<file path="config.mk">
export PLATFORM = sky130hd
export DESIGN_NAME = sys_devices_flat
export DESIGN_NICKNAME = d
export VERILOG_FILES = /design/src/rtl/sys_devices_pkg.sv /design/src/rtl/sys_devices_if.sv /design/src/rtl/sys_devices_fifo.sv /design/src/rtl/sys_devices.sv /design/src/flat_wrapper.sv
export SDC_FILE = /design/constraint.sdc
export NUM_CORES = 1
export LEC_CHECK = 0
export BUFFER_PORTS_ARGS = -buffer_cell sky130_fd_sc_hd__buf_2
export CORE_MARGIN = 3
export CORE_UTILIZATION = 35
export DETAILED_ROUTE_END_ITERATION = 6
export GPL_ROUTABILITY_DRIVEN = 0
export PLACE_DENSITY_LB_ADDON = 0.12
export SYNTH_ARGS = -nofsm -noshare
export SYNTH_HDL_FRONTEND = slang
export SYNTH_SLANG_ARGS = --single-unit
</file>
<file path="constraint.sdc">
create_clock -name i_clk -period 6.2 [get_ports i_clk]
set_clock_uncertainty 0.05 [all_clocks]
set_input_delay 0 -clock i_clk [delete_from_list [all_inputs] [get_ports i_clk]]
set_output_delay 0 -clock i_clk [all_outputs]
set_load 0.005 [all_outputs]
</file>
<file path="src/rtl/sys_devices_pkg.sv">
// Shared definitions for the sys address-space peripheral block.
//  - sys_reg_e     : word offset of each register inside the 8-word map
//  - CTRL_* / STAT_*: bit positions inside CTRL and STATUS
//  - SYS_MISS_DATA : pattern returned by a strobed read that misses the map
//  - sys_status_word(): packs the STATUS register image
package sys_devices_pkg;

  typedef enum logic [2:0] {
    SYS_ID         = 3'd0,
    SYS_CYCLES     = 3'd1,
    SYS_TMR_RELOAD = 3'd2,
    SYS_TMR_COUNT  = 3'd3,
    SYS_CTRL       = 3'd4,
    SYS_STATUS     = 3'd5,
    SYS_FIFO_DATA  = 3'd6,
    SYS_RSVD       = 3'd7
  } sys_reg_e;

  localparam int CTRL_TMR_EN   = 0;
  localparam int CTRL_IRQ_EN   = 1;
  localparam int STAT_TMR_PEND = 0;
  localparam int STAT_EMPTY    = 1;
  localparam int STAT_FULL     = 2;
  localparam int STAT_OVF      = 3;

  localparam logic [31:0] SYS_MAP_WORDS = 32'd8;
  localparam logic [31:0] SYS_MISS_DATA = 32'hAAAA_AAAA;

  // STATUS image: [0] pend, [1] empty, [2] full, [3] ovf, [7:4] fifo count
  function automatic logic [31:0] sys_status_word(input logic       pend,
                                                  input logic       empty,
                                                  input logic       full,
                                                  input logic       ovf,
                                                  input logic [3:0] cnt);
    return {24'd0, cnt, ovf, full, empty, pend};
  endfunction

endpackage

</file>
<file path="src/rtl/sys_devices_if.sv">
// Bus between the memory-op stage / FIFO consumer (master) and sys_devices (slave).
//  sys_w/sys_w_addr/sys_w_line : write strobe, word address, data
//  sys_r/sys_r_addr/sys_r_line : read strobe, word address, combinational data
//  out_valid/out_data/out_ready: FIFO head valid/ready stream
//  irq                         : timer interrupt
interface sys_devices_if;
  logic        sys_w;
  logic [31:0] sys_w_addr;
  logic [31:0] sys_w_line;
  logic        sys_r;
  logic [31:0] sys_r_addr;
  logic [31:0] sys_r_line;
  logic        out_valid;
  logic [31:0] out_data;
  logic        out_ready;
  logic        irq;

  modport master (
    output sys_w, sys_w_addr, sys_w_line, sys_r, sys_r_addr, out_ready,
    input  sys_r_line, out_valid, out_data, irq
  );

  modport slave (
    input  sys_w, sys_w_addr, sys_w_line, sys_r, sys_r_addr, out_ready,
    output sys_r_line, out_valid, out_data, irq
  );
endinterface

</file>
<file path="src/rtl/sys_devices_fifo.sv">
// Word FIFO feeding the out_valid/out_ready stream.
//  i_clk, i_rst : clock, async active-high reset (empties the FIFO)
//  i_push/i_data: write request; dropped when full unless a pop happens the same edge
//  i_pop        : remove head (caller only pops when non-empty)
//  o_full/o_empty/o_count: occupancy, derived from the count register
//  o_head       : head word, zero while empty
module sys_devices_fifo #(
  parameter int DEPTH = 8,
  parameter int WIDTH = 32
) (
  input  logic                     i_clk,
  input  logic                     i_rst,
  input  logic                     i_push,
  input  logic                     i_pop,
  input  logic [WIDTH-1:0]         i_data,
  output logic                     o_full,
  output logic                     o_empty,
  output logic [$clog2(DEPTH):0]   o_count,
  output logic [WIDTH-1:0]         o_head
);
  localparam int AW = $clog2(DEPTH);
  localparam int CW = AW + 1;

  logic [WIDTH-1:0] r_mem [DEPTH];
  logic [AW-1:0]    r_wr_ptr;
  logic [AW-1:0]    r_rd_ptr;
  logic [CW-1:0]    r_count;
  logic             w_push_ok;

  assign o_full    = (r_count == CW'(DEPTH));
  assign o_empty   = (r_count == CW'(0));
  assign o_count   = r_count;
  assign o_head    = o_empty ? {WIDTH{1'b0}} : r_mem[r_rd_ptr];
  // a full FIFO still accepts a push when the head leaves on the same edge
  assign w_push_ok = i_push & (~o_full | i_pop);

  // storage array, no reset needed: entries are only visible through the count
  always_ff @(posedge i_clk) begin
    if (w_push_ok) begin
      r_mem[r_wr_ptr] <= i_data;
    end
  end

  // pointers and occupancy; DEPTH is a power of two so pointers wrap naturally
  always_ff @(posedge i_clk or posedge i_rst) begin
    if (i_rst) begin
      r_wr_ptr <= AW'(0);
      r_rd_ptr <= AW'(0);
      r_count  <= CW'(0);
    end else begin
      if (w_push_ok) r_wr_ptr <= r_wr_ptr + AW'(1);
      if (i_pop)     r_rd_ptr <= r_rd_ptr + AW'(1);
      case ({w_push_ok, i_pop})
        2'b10:   r_count <= r_count + CW'(1);
        2'b01:   r_count <= r_count - CW'(1);
        default: r_count <= r_count;
      endcase
    end
  end
endmodule

</file>
<file path="src/rtl/sys_devices.sv">
// Responder for the sys address space: ID, free-running cycle counter,
// reload timer with IRQ, and a word FIFO draining to a valid/ready consumer.
//  i_clk  : clock, all state updates on posedge
//  i_rst  : asynchronous active-high reset
//  io_bus : sys_devices_if slave (read/write strobes, read data, FIFO stream, irq)
// Read data is combinational from the current request and register state, so a
// read issued together with a write returns the pre-write value.
module sys_devices
  import sys_devices_pkg::*;
#(
  parameter logic [31:0] BASE       = 32'h0000_0100,
  parameter logic [31:0] ID_VALUE   = 32'hC0DE_0032,
  parameter int          FIFO_DEPTH = 8
) (
  input  logic           i_clk,
  input  logic           i_rst,
  sys_devices_if.slave   io_bus
);
  localparam int CW = $clog2(FIFO_DEPTH) + 1;

  logic [31:0]   r_cycles;
  logic [31:0]   r_tmr_reload;
  logic [31:0]   r_tmr_count;
  logic [1:0]    r_ctrl;
  logic          r_tmr_pend;
  logic          r_ovf;

  logic [31:0]   w_w_off;
  logic [31:0]   w_r_off;
  logic          w_w_hit;
  logic          w_r_hit;
  sys_reg_e      w_w_reg;
  sys_reg_e      w_r_reg;
  logic          w_wr_reload;
  logic          w_wr_ctrl;
  logic          w_wr_status;
  logic          w_wr_fifo;
  logic          w_tmr_start;
  logic          w_tmr_expire;
  logic          w_pop;
  logic          w_full;
  logic          w_empty;
  logic [CW-1:0] w_count;
  logic [31:0]   w_head;
  logic [31:0]   w_rdata;

  // unsigned offset: addresses below BASE wrap to huge values and miss
  assign w_w_off = io_bus.sys_w_addr - BASE;
  assign w_r_off = io_bus.sys_r_addr - BASE;
  assign w_w_hit = (w_w_off < SYS_MAP_WORDS);
  assign w_r_hit = (w_r_off < SYS_MAP_WORDS);
  assign w_w_reg = sys_reg_e'(w_w_off[2:0]);
  assign w_r_reg = sys_reg_e'(w_r_off[2:0]);

  assign w_wr_reload = io_bus.sys_w & w_w_hit & (w_w_reg == SYS_TMR_RELOAD);
  assign w_wr_ctrl   = io_bus.sys_w & w_w_hit & (w_w_reg == SYS_CTRL);
  assign w_wr_status = io_bus.sys_w & w_w_hit & (w_w_reg == SYS_STATUS);
  assign w_wr_fifo   = io_bus.sys_w & w_w_hit & (w_w_reg == SYS_FIFO_DATA);

  // enabling edge loads the count; otherwise an enabled timer at zero reloads and flags
  assign w_tmr_start  = w_wr_ctrl & io_bus.sys_w_line[CTRL_TMR_EN] & ~r_ctrl[CTRL_TMR_EN];
  assign w_tmr_expire = ~w_tmr_start & r_ctrl[CTRL_TMR_EN] & (r_tmr_count == 32'd0);

  assign w_pop = ~w_empty & io_bus.out_ready;

  sys_devices_fifo #(.DEPTH(FIFO_DEPTH), .WIDTH(32)) u_fifo (
    .i_clk   (i_clk),
    .i_rst   (i_rst),
    .i_push  (w_wr_fifo),
    .i_pop   (w_pop),
    .i_data  (io_bus.sys_w_line),
    .o_full  (w_full),
    .o_empty (w_empty),
    .o_count (w_count),
    .o_head  (w_head)
  );

  assign io_bus.out_valid  = ~w_empty;
  assign io_bus.out_data   = w_head;
  assign io_bus.irq        = r_tmr_pend & r_ctrl[CTRL_IRQ_EN];
  assign io_bus.sys_r_line = w_rdata;

  // free-running cycle counter, wraps at 2^32
  always_ff @(posedge i_clk or posedge i_rst) begin
    if (i_rst) r_cycles <= 32'd0;
    else       r_cycles <= r_cycles + 32'd1;
  end

  // writable configuration: reload value and control bits
  always_ff @(posedge i_clk or posedge i_rst) begin
    if (i_rst) begin
      r_tmr_reload <= 32'd0;
      r_ctrl       <= 2'd0;
    end else begin
      if (w_wr_reload) r_tmr_reload <= io_bus.sys_w_line;
      if (w_wr_ctrl)   r_ctrl       <= io_bus.sys_w_line[1:0];
    end
  end

  // timer count; decisions use the enable as it stood before this edge
  always_ff @(posedge i_clk or posedge i_rst) begin
    if (i_rst) begin
      r_tmr_count <= 32'd0;
    end else if (w_tmr_start || w_tmr_expire) begin
      r_tmr_count <= r_tmr_reload;
    end else if (r_ctrl[CTRL_TMR_EN]) begin
      r_tmr_count <= r_tmr_count - 32'd1;
    end else begin
      r_tmr_count <= r_tmr_count;
    end
  end

  // sticky flags: a set event on the same edge as a write-1-to-clear wins
  always_ff @(posedge i_clk or posedge i_rst) begin
    if (i_rst) begin
      r_tmr_pend <= 1'b0;
      r_ovf      <= 1'b0;
    end else begin
      if (w_tmr_expire)
        r_tmr_pend <= 1'b1;
      else if (w_wr_status && io_bus.sys_w_line[STAT_TMR_PEND])
        r_tmr_pend <= 1'b0;
      if (w_wr_fifo && w_full && !w_pop)
        r_ovf <= 1'b1;
      else if (w_wr_status && io_bus.sys_w_line[STAT_OVF])
        r_ovf <= 1'b0;
    end
  end

  // read mux; no read side effects
  always_comb begin
    w_rdata = 32'd0;
    if (!io_bus.sys_r) begin
      w_rdata = 32'd0;
    end else if (!w_r_hit) begin
      w_rdata = SYS_MISS_DATA;
    end else begin
      case (w_r_reg)
        SYS_ID:         w_rdata = ID_VALUE;
        SYS_CYCLES:     w_rdata = r_cycles;
        SYS_TMR_RELOAD: w_rdata = r_tmr_reload;
        SYS_TMR_COUNT:  w_rdata = r_tmr_count;
        SYS_CTRL:       w_rdata = {30'd0, r_ctrl};
        // count field is 4 bits wide; a 16-deep FIFO reports full via bit 2
        SYS_STATUS:     w_rdata = sys_status_word(r_tmr_pend, w_empty, w_full, r_ovf, 4'(w_count));
        SYS_FIFO_DATA:  w_rdata = 32'(w_count);
        default:        w_rdata = 32'd0;
      endcase
    end
  end
endmodule
</file>
<file path="src/flat_wrapper.sv">
// flat-port wrapper written by rule: the top's interface ports become plain ports
module sys_devices_flat import sys_devices_pkg::*;
#(
  parameter logic [31:0] BASE       = 32'h0000_0100,
  parameter logic [31:0] ID_VALUE   = 32'hC0DE_0032,
  parameter int          FIFO_DEPTH = 8
)
  (i_clk, i_rst, io_bus_sys_w, io_bus_sys_w_addr, io_bus_sys_w_line, io_bus_sys_r, io_bus_sys_r_addr, io_bus_out_ready, io_bus_sys_r_line, io_bus_out_valid, io_bus_out_data, io_bus_irq);
  sys_devices_if io_bus_i ();
  input  logic i_clk;
  input  logic i_rst;
  input wire logic [$bits(io_bus_i.sys_w)-1:0] io_bus_sys_w;
  input wire logic [$bits(io_bus_i.sys_w_addr)-1:0] io_bus_sys_w_addr;
  input wire logic [$bits(io_bus_i.sys_w_line)-1:0] io_bus_sys_w_line;
  input wire logic [$bits(io_bus_i.sys_r)-1:0] io_bus_sys_r;
  input wire logic [$bits(io_bus_i.sys_r_addr)-1:0] io_bus_sys_r_addr;
  input wire logic [$bits(io_bus_i.out_ready)-1:0] io_bus_out_ready;
  output wire logic [$bits(io_bus_i.sys_r_line)-1:0] io_bus_sys_r_line;
  output wire logic [$bits(io_bus_i.out_valid)-1:0] io_bus_out_valid;
  output wire logic [$bits(io_bus_i.out_data)-1:0] io_bus_out_data;
  output wire logic [$bits(io_bus_i.irq)-1:0] io_bus_irq;
  assign io_bus_i.sys_w = io_bus_sys_w;
  assign io_bus_i.sys_w_addr = io_bus_sys_w_addr;
  assign io_bus_i.sys_w_line = io_bus_sys_w_line;
  assign io_bus_i.sys_r = io_bus_sys_r;
  assign io_bus_i.sys_r_addr = io_bus_sys_r_addr;
  assign io_bus_i.out_ready = io_bus_out_ready;
  assign io_bus_sys_r_line = io_bus_i.sys_r_line;
  assign io_bus_out_valid = io_bus_i.out_valid;
  assign io_bus_out_data = io_bus_i.out_data;
  assign io_bus_irq = io_bus_i.irq;
  sys_devices #(.BASE(BASE), .ID_VALUE(ID_VALUE), .FIFO_DEPTH(FIFO_DEPTH)) u_core (.i_clk(i_clk), .i_rst(i_rst), .io_bus(io_bus_i));
endmodule
</file>
======== Word level (Yosys, flattened, before mapping) ========
Memories as Yosys holds them, arrays and structs flattened.
Cells that the tools add are included.
storage, ports and cells
  bits in registers ....................... 110
  output and inout port bits .............. 66
  memory bits (writable) .................. 256
  memories kept ........................... 1
  input bits .............................. 101
memory list
  memory               words  bits a word  read ports  clocked after Yosys merged registers in  write ports  RTL line                source
  u_core.u_fifo.r_mem  8      32           1           0                                        1            sys_devices_fifo.sv:24  logic [WIDTH-1:0] r_mem [DEPTH];
operators by class
  eq/ne operators ......................... 13
  $lt $le $gt $ge ......................... 2
  bitwise logic cells ..................... 17
  multiplexer cells ....................... 13
  reductions and logical operators ........ 13
  add/subtract/negate cells ............... 8
operators by type and width
  cell                                                                   count
  32-bit one-hot mux with 7 select lines                                 1
  32-bit two-way mux                                                     5
  32-bit by 4-bit < comparator with 1-bit output, second input constant  2
  32-bit by 9-bit subtractor with 32-bit output, second input constant   2
  32-bit by 1-bit adder with 32-bit output, second input constant        1
  32-bit logical NOT                                                     1
  32-bit by 1-bit subtractor with 32-bit output, second input constant   1
  3-bit equality test, second input constant                             6
  1-bit bitwise AND                                                      12
  3-bit by 2-bit equality test with 1-bit output, second input constant  3
  4-bit one-hot mux with 2 select lines                                  1
  2-bit nonzero test                                                     4
  3-bit by 1-bit adder with 3-bit output, second input constant          2
  1-bit two-way mux                                                      6
  4-bit by 1-bit adder with 4-bit output, second input constant          1
  4-bit equality test, second input constant                             1
  1-bit logical AND                                                      4
  4-bit logical NOT                                                      1
  1-bit NOT                                                              4
  4-bit by 1-bit subtractor with 4-bit output, second input constant     1
  3-bit by 1-bit equality test with 1-bit output, second input constant  1
  3-bit logical NOT                                                      1
  2-bit by 1-bit equality test with 1-bit output, second input constant  1
  2-bit equality test, second input constant                             1
  other kinds (3)                                                        3

======== Longest topological paths before layout ========
Gate-level depths: netlist (run 1).
  depth in word-level cells ............... 11
  mapped depth ............................ 16

======== Cells and area by module ========
Synthesis (run 1) repeated with hierarchy kept, for this count alone.
second synthesis, totals
  cells, all modules ...................... 1,232
  area total of the unflattened synthesis .. 16,559.6 µm²
by module, submodules not included
  module            area each (µm²)  sequential area each (µm²)  cells each  times used
  sys_devices_fifo  10,496.3         7,937.6                     579         1
  sys_devices       6,063.3          2,502.4                     653         1

======== Worst setup path after synthesis (run 1) ========
OpenSTA, ideal clock, no wires.
  path kind ............................... input to register
  start ................................... in io_bus_sys_w_addr[13]
  end ..................................... mem u_core.u_fifo.r_mem[4][0] (enable)
  stages .................................. 9
  path buffers ............................ 2
  slack ................................... 2.450 ns
  setup time .............................. 0.392 ns
  data arrival time ....................... 3.307 ns
  cell sequence ........................... or4_1 > clkbuf_1 > nor4_1 > a31oi_1 > or4_1 > or2_1 > buf_2 > nor3_1 > and3b_1
on the way
  longest elaborated chain between the ends .. 7
RTL lines
  what                                            RTL line                source
  start, declared                                 flat_wrapper.sv:13      input wire logic [$bits(io_bus_i.sys_w_addr)-1:0] io_bus_sys_w_addr;
  32-bit by 9-bit subtractor with 32-bit output   sys_devices.sv:48       assign w_w_off = io_bus.sys_w_addr - BASE;
  32-bit by 4-bit < comparator with 1-bit output  sys_devices.sv:50       assign w_w_hit = (w_w_off < SYS_MAP_WORDS);
  1-bit bitwise AND (2 in a row)                  sys_devices.sv:58       assign w_wr_fifo = io_bus.sys_w & w_w_hit & (w_w_reg == SYS_FIFO_DATA);
  1-bit bitwise AND                               sys_devices_fifo.sv:35  assign w_push_ok = i_push & (~o_full | i_pop);
  1-bit two-way mux                               sys_devices_fifo.sv:39  if (w_push_ok) begin
  1-bit two-way mux (not written as such)         sys_devices_fifo.sv:40  r_mem[r_wr_ptr] <= i_data;
  end, declared                                   sys_devices_fifo.sv:24
Every way passes these cells.

======== Worst setup path in the final report (run 1) ========
  start ................................... in io_bus_sys_w_addr[13]
  end ..................................... mem u_core.u_fifo.r_mem[3][24] (enable)
The elaborated chain is that of the path after synthesis.

==> results of run 1 <==
-- synthesized netlist by cell type, drive strengths merged (19+ instances only) --
cell / n
a21oi: 21
a22oi: 31
buf: 22
clkbuf: 40
dfrtp: 110
edfxtp: 256
inv: 19
mux2: 58
mux2i: 42
mux4: 64
nand2: 67
nand3: 29
nor2: 97
nor3: 31
nor4: 21
o21ai: 35
xnor2: 34
-- state kept, by name (all words and copies together), names as in the netlist --
name,cells
u_core.r_ctrl,2
u_core.r_cycles,32
u_core.r_ovf,1
u_core.r_tmr_count,32
u_core.r_tmr_pend,1
u_core.r_tmr_reload,32
u_core.u_fifo.o_count,4
u_core.u_fifo.r_mem,256
u_core.u_fifo.r_rd_ptr,3
u_core.u_fifo.r_wr_ptr,3
-- how the worst max path moves through the flow --
stage,from,endpoint,slack [ns],cells after the start
2_1_floorplan,io_bus_sys_w_addr[13],u_core.u_fifo.r_mem[4][0],2.45,9
3_3_place_gp,io_bus_sys_w_addr[13],u_core.u_fifo.r_mem[3][26],1.96,7
3_5_place_dp,io_bus_sys_w_addr[13],u_core.u_fifo.r_mem[3][26],1.80,7
4_1_cts,io_bus_sys_w_addr[13],u_core.u_fifo.r_mem[3][26],2.41,7
5_1_grt,io_bus_sys_w_addr[13],u_core.u_fifo.r_mem[3][0],2.15,7
6_report,io_bus_sys_w_addr[13],u_core.u_fifo.r_mem[3][24],2.47,7
-- repair_timing --
| action | CTS | global route |
|---|---|---|
| endpoints found under the hold margin | 352 | 0 |
| resized for setup | 0 | 0 |
| hold buffers | 43 | 0 |
-- worst register-to-register path, cell delays in order (launching register included) --
cell     delay [ns]
dfrtp_1        0.45
or4_1          0.63
nor4_1         0.55
nand4_1        0.16
buf_4          0.23
nand2_1        0.58
nor2_1         0.13
a221o_1        0.29
-- per-layer routing --
metal | vias up | wire, um | GRT usage
li1 | 4896 | - | -
met1 | 5306 | 19900 | 0.242
met2 | 269 | 20300 | 0.280
met3 | 47 | 1890 | 0.0288
met4 | 0 | 797 | 0.0413
met5 | - | 0 | 0
-- through the flow --
stage	hold slack [ns]	utilization	area, um^2	setup WS [ns]
4_1_cts	0.0183	0.425	19900	2.41
6_report	0.0593	0.425	19900	2.47
3_5_place_dp	0.114	0.387	18100	1.80
2_1_floorplan	0.0396	-	16600	2.45
3_3_place_gp	0.111	0.387	18100	1.96
5_1_grt	0.102	0.425	19900	2.15
-- kinds of logic (layout without fill, tap and decap cells) --
logic type | Yosys count | in the layout | share of synthesized area
flops | 366 | 366 | 0.628
simple gates | 344 | 344 | 0.106
mux | 164 | 164 | 0.151
compound gates | 143 | 143 | 0.0613
buf+inv | 81 | 312 | 0.0199
xor+xnor | 52 | 52 | 0.0274
fa+ha+maj | 8 | 8 | 0.00647
-- placed cells by master (no fill, tap or decap), drive strengths merged, types with 5 or more instances in the layout --
| master | instances |
|---|---|
| ha | 7 |
| a21oi | 21 |
| buf | 180 |
| a211oi | 7 |
| dfrtp | 110 |
| and3 | 11 |
| edfxtp | 256 |
| nand3 | 29 |
| mux4 | 64 |
| or4 | 9 |
| dlygate4sd3 | 43 |
| and2 | 5 |
| nor3 | 31 |
| nor2 | 97 |
| a22oi | 31 |
| nand2b | 5 |
| bufinv | 6 |
| clkinv | 13 |
| xnor2 | 34 |
| nor4 | 21 |
| o21ai | 35 |
| nand2 | 67 |
| nor2b | 8 |
| and4 | 6 |
| xor2 | 18 |
| inv | 20 |
| mux2 | 58 |
| mux2i | 42 |
| clkbuf | 45 |
| nor4b | 5 |
| or3 | 16 |
| nand4 | 18 |
| clkinvlp | 5 |
| a221o | 16 |
-- area by class of cell --
type,count,area [um^2]
inverters,19,73.8
well taps,607,759
repair buffers,223,1370
fillers,4283,26900
clock inverters,25,309
flip-flops and latches,366,10400
multi-input cells,711,5890
clock buffers,45,1020
-- power groups by stage --
stage          Combinational, uW  Clock, uW  Sequential (uW)
3_3_place_gp                1400          0             2830
4_1_cts                     1430       2490             2770
3_5_place_dp                1410          0             2830
6_report                    1380       2420             2770
2_1_floorplan                995          0             2700
5_1_grt                     1520       2590             2780
==> results_dict.tcl, run 1 <==
set metrics [dict create \
    port_buffers 166 \
    pwr-share-comb 0.210 \
    ff2ff_path_depth 7 \
    end_kind "flip-flop" \
    globalRouteOverflowTotal 0 \
    tns_ns 0 \
    instances_no_fill 1996 \
    p_per_area_nw_per_um2 331 \
    antenna_found_initial 1 \
    seq_area_frac_synth 0.628 \
    clk_latency_ns 0.55 \
    clkSinkCount 366 \
    p_clk_frac 0.369 \
    num-nets-final 1469 \
    slew_viol_final 0 \
    hold_viol 0 \
    leakagePower_uw 0.00744 \
    setup_viol_count_final 0 \
    syn_avg_cell_area_um2 14.4 \
    period_needed_ns 3.73 \
    power.switching_uw 1780 \
    critPathLaunchType "input port" \
    status "finished, final reports clean" \
    syn-cell-area_um2 16600 \
    hpwl_um 27800 \
    ios 167 \
    grt_pass1_wl_um 66700 \
    die_w_um 224 \
    ys_warn_count 0 \
    min_path_type "input port to async pin" \
    seq_power_share 0.422 \
    drv_cap 0 \
    path_clk_slew_ns 0.07 \
    syn_inst 1158 \
    slew_headroom 0.325 \
    cts_tree "built" \
    first_global_vias 11000 \
    path_max_fanout 32 \
    area_growth_syn_to_layout_pct 19.5 \
    postSynthNetCount 1267 \
    yosys_register_bits 366 \
    tightest_slew_ns 1.01 \
    path_class "input port to flip-flop" \
    detail_route.wirelength_um 42900 \
    irDropWorstVdd_mv 0.152 \
    cp_common_cell "or4_1" \
    path_cells "buf_2 -> or4_1 -> nor4_1 -> a31oi_1 -> or4_1 -> nor3_1 -> and4b_2" \
    clock_path_buffers 3 \
    cp.arrival_ns 3.84 \
    drtAntennaViolNets 0 \
    drive_gt1_frac 0.258 \
    cpLargestDelayFamily "simple AND/OR/NAND/NOR gates" \
    start_util 0.356 \
    grt_start_max_net_pins 67 \
    fmax_mhz 268 \
    reg2reg_slack_ns 3.03 \
    p_int_uw 4790 \
    numCtsBuffers 39 \
    synth_cell_types 62 \
    r2r_end "u_core.r_tmr_count[15]" \
    cp_slowest_cell "and4b_2" \
    detail_route.vias_per_cell 5.27 \
    cp.required_ns 6.31 \
    drcViolationCount 0 \
    antenna_cells 0 \
    synthTopCellsByArea "edfxtp_1 46%, dfrtp_1 17%, mux4_2 8.7%" \
    place_inst 1883 \
    yosysTopAreaCell "edfxtp_1" \
    htree_levels 2 \
    core-area_um2 46800 \
    ys.flop_type "edfxtp_1" \
    fp.dieH_um 224 \
    rsz0062_at_grt "no" \
    track_usage 0.172 \
    routedWlPerCell_um 21.5 \
    switching_share 0.270 \
    cts_setup_buffers 0 \
    clockRootBuffer "clkbuf_16" \
    first_pass_iters 5 \
    p_total_uw 6570 \
    fp-row-count 79 \
    drtIter0Drc 658 \
    synthArstFlopShare 0.301 \
    die_area_um2 50200 \
    reg2reg_from "u_core.r_tmr_count[17]" \
    synth_edf_count 256 \
    vias 10500 \
    worst-path-buf-inv 1 \
    crit_path_max_incr_delay_ns 1.05 \
    finalCritPeriodShare 0.601 \
    synth_top_area_share 0.462 \
]
No activity file was read; power rests on OpenSTA's default activity.
==> run 2, diff against run 1 <==
Clock period 6.2 ns to 3.03 ns, I/O delays scaled along.
==> run 2 against run 1 <==
Compared with the run above: flip-flop and latch count did not move; power is 110% higher; final area is 4.7% higher; sequential power rose by 100%; count of clock-buffer cells in the layout rose by 7; critical path type unchanged; wire length grew 3.7%.
==> results_dict.tcl, run 2 (synthesized netlist as in run 1, its figures left out) <==
set metrics [dict create \
    cp_common_cell "or4_4" \
    start_util 0.356 \
    slew_headroom 0.454 \
    path_class "input port to flip-flop" \
    area_growth_syn_to_layout_pct 25.1 \
    hold_depth 6 \
    status "finished, final reports clean" \
    antenna_cells 0 \
    ios 167 \
    cp.required_ns 3.40 \
    period_needed_ns 2.91 \
    setup_viol_count_final 0 \
    drtAntennaViolNets 0 \
    crit_path_max_incr_delay_ns 0.58 \
    cts_tree "built" \
    clkSinkCount 366 \
    drcViolationCount 0 \
    drive_gt1_frac 0.302 \
    htree_levels 2 \
    globalRouteOverflowTotal 0 \
    port_buffers 166 \
    path_max_fanout 6 \
    num-nets-final 1544 \
    tightest_slew_ns 0.820 \
    cp_slowest_cell "or4_4" \
    fp-row-count 79 \
    hold_viol 0 \
    first_pass_iters 7 \
    ff2ff_path_depth 8 \
    grt_pass1_wl_um 68900 \
    fp.dieH_um 224 \
    irDropWorstVdd_mv 0.329 \
    drv_cap 0 \
    leakagePower_uw 0.00790 \
    final_design_area_no_fill_um2 20800 \
    p_per_area_nw_per_um2 652 \
    p_total_uw 13600 \
    path_clk_slew_ns 0.06 \
    dpl-instance-area_um2 19100 \
    largest_reg_flops 256 \
    first_global_vias 11300 \
    antenna_found_initial 4 \
    slew_viol_final 0 \
    instances_no_fill 2070 \
    final_cell_mix "256 x edfxtp_1, 166 x buf_2, 107 x dfrtp_1, 96 x nor2_1" \
    place_inst 1961 \
    vias 10800 \
    track_usage 0.178 \
    critPathLaunchType "input port" \
    numCtsBuffers 40 \
    fmax_mhz 343 \
    min_path_type "input port to flip-flop" \
    final_common_cell "edfxtp_1" \
    finalCritPeriodShare 0.962 \
    clk_latency_ns 0.55 \
    clockRootBuffer "clkbuf_16" \
    fin_util 0.445 \
    largest-register "u_core.u_fifo.r_mem" \
    detail_route.wirelength_um 44500 \
    path_cells "buf_2 -> or4_4 -> or4_4 -> o31ai_4 -> nand3_2 -> buf_4 -> or4b_4 -> o41ai_1 -> o21ai_0 -> dlygate4sd3_1" \
    detail_route.vias_per_cell 5.22 \
    drtIter0Drc 562 \
    end_kind "flip-flop" \
    rsz0062_at_grt "yes" \
    cts_setup_buffers 0 \
    die_area_um2 50200 \
    hpwl_um 30500 \
    routedWlPerCell_um 21.5 \
    clock_path_buffers 3 \
    cp.arrival_ns 3.29 \
    grt_start_max_net_pins 60 \
    core-area_um2 46800 \
    die_w_um 224 \
]
## run 2: critical path, delay by kind of cell
kind	cells	cell delay, ns
AND/OR/NAND/NOR	4	1.82
AO/OA/AOI/OAI	3	0.63
buffers and inverters	3	0.85
## run 2: final cells by class
| class | instances | area [um^2] |
|---|---|---|
| fillers | 4287 | 26000 |
| flip-flops and latches | 366 | 10400 |
| multi-input cells | 711 | 5990 |
| repair buffers | 297 | 2240 |
| clock buffers | 52 | 1080 |
| well taps | 607 | 759 |
| clock inverters | 18 | 215 |
| inverters | 19 | 73.8 |
## run 2: timing repair
| action | in CTS | in global routing |
|---|---|---|
| setup endpoints to repair | 0 | 2 |
| hold buffers | 39 | 0 |
| resized for setup | 0 | 3 |
| hold endpoints to repair | 355 | 0 |
## run 2: path summary, 6_finish.rpt
path,from,to,slack [ns]
max,io_bus_sys_w_addr[13],u_core.r_ovf,0.12
min,io_bus_sys_w_addr[23],u_core.r_tmr_pend,0.06
max reg2reg,u_core.u_fifo.o_count[1],u_core.r_ovf,0.24
min reg2reg,u_core.r_cycles[31],u_core.r_cycles[31],0.42
max in group asynchronous,i_rst,u_core.r_tmr_reload[11],2.03
min in group asynchronous,i_rst,u_core.u_fifo.o_count[0],0.10
## run 2: metrics by stage
| step | setup slack (ns) | setup TNS, ns | hold WS (ns) |
|---|---|---|---|
| after floorplan | -0.134 | -13.13 | 0.0396 |
| after global placement | -0.191 | -25.67 | 0.173 |
| after detailed placement | -0.223 | -31.28 | 0.183 |
| after CTS | 0.106 | 0 | 0.0255 |
| after global routing | -0.00311 | -0.00311 | 0.0974 |
| final | 0.116 | 0 | 0.0642 |
## run 2: report_power, final
group | switching (uW) | internal, uW | total, uW
combinational | 1470 | 1560 | 3040
sequential | 231 | 5410 | 5640
clock | 1950 | 2930 | 4880
## run 2: layer usage
metal / GRT usage / vias up / part of all wire
met5: 0 / - / 0
li1: - / 5048 / -
met4: 0.0444 / 0 / 0.017
met3: 0.0262 / 46 / 0.044
met2: 0.291 / 267 / 0.47
met1: 0.253 / 5452 / 0.47
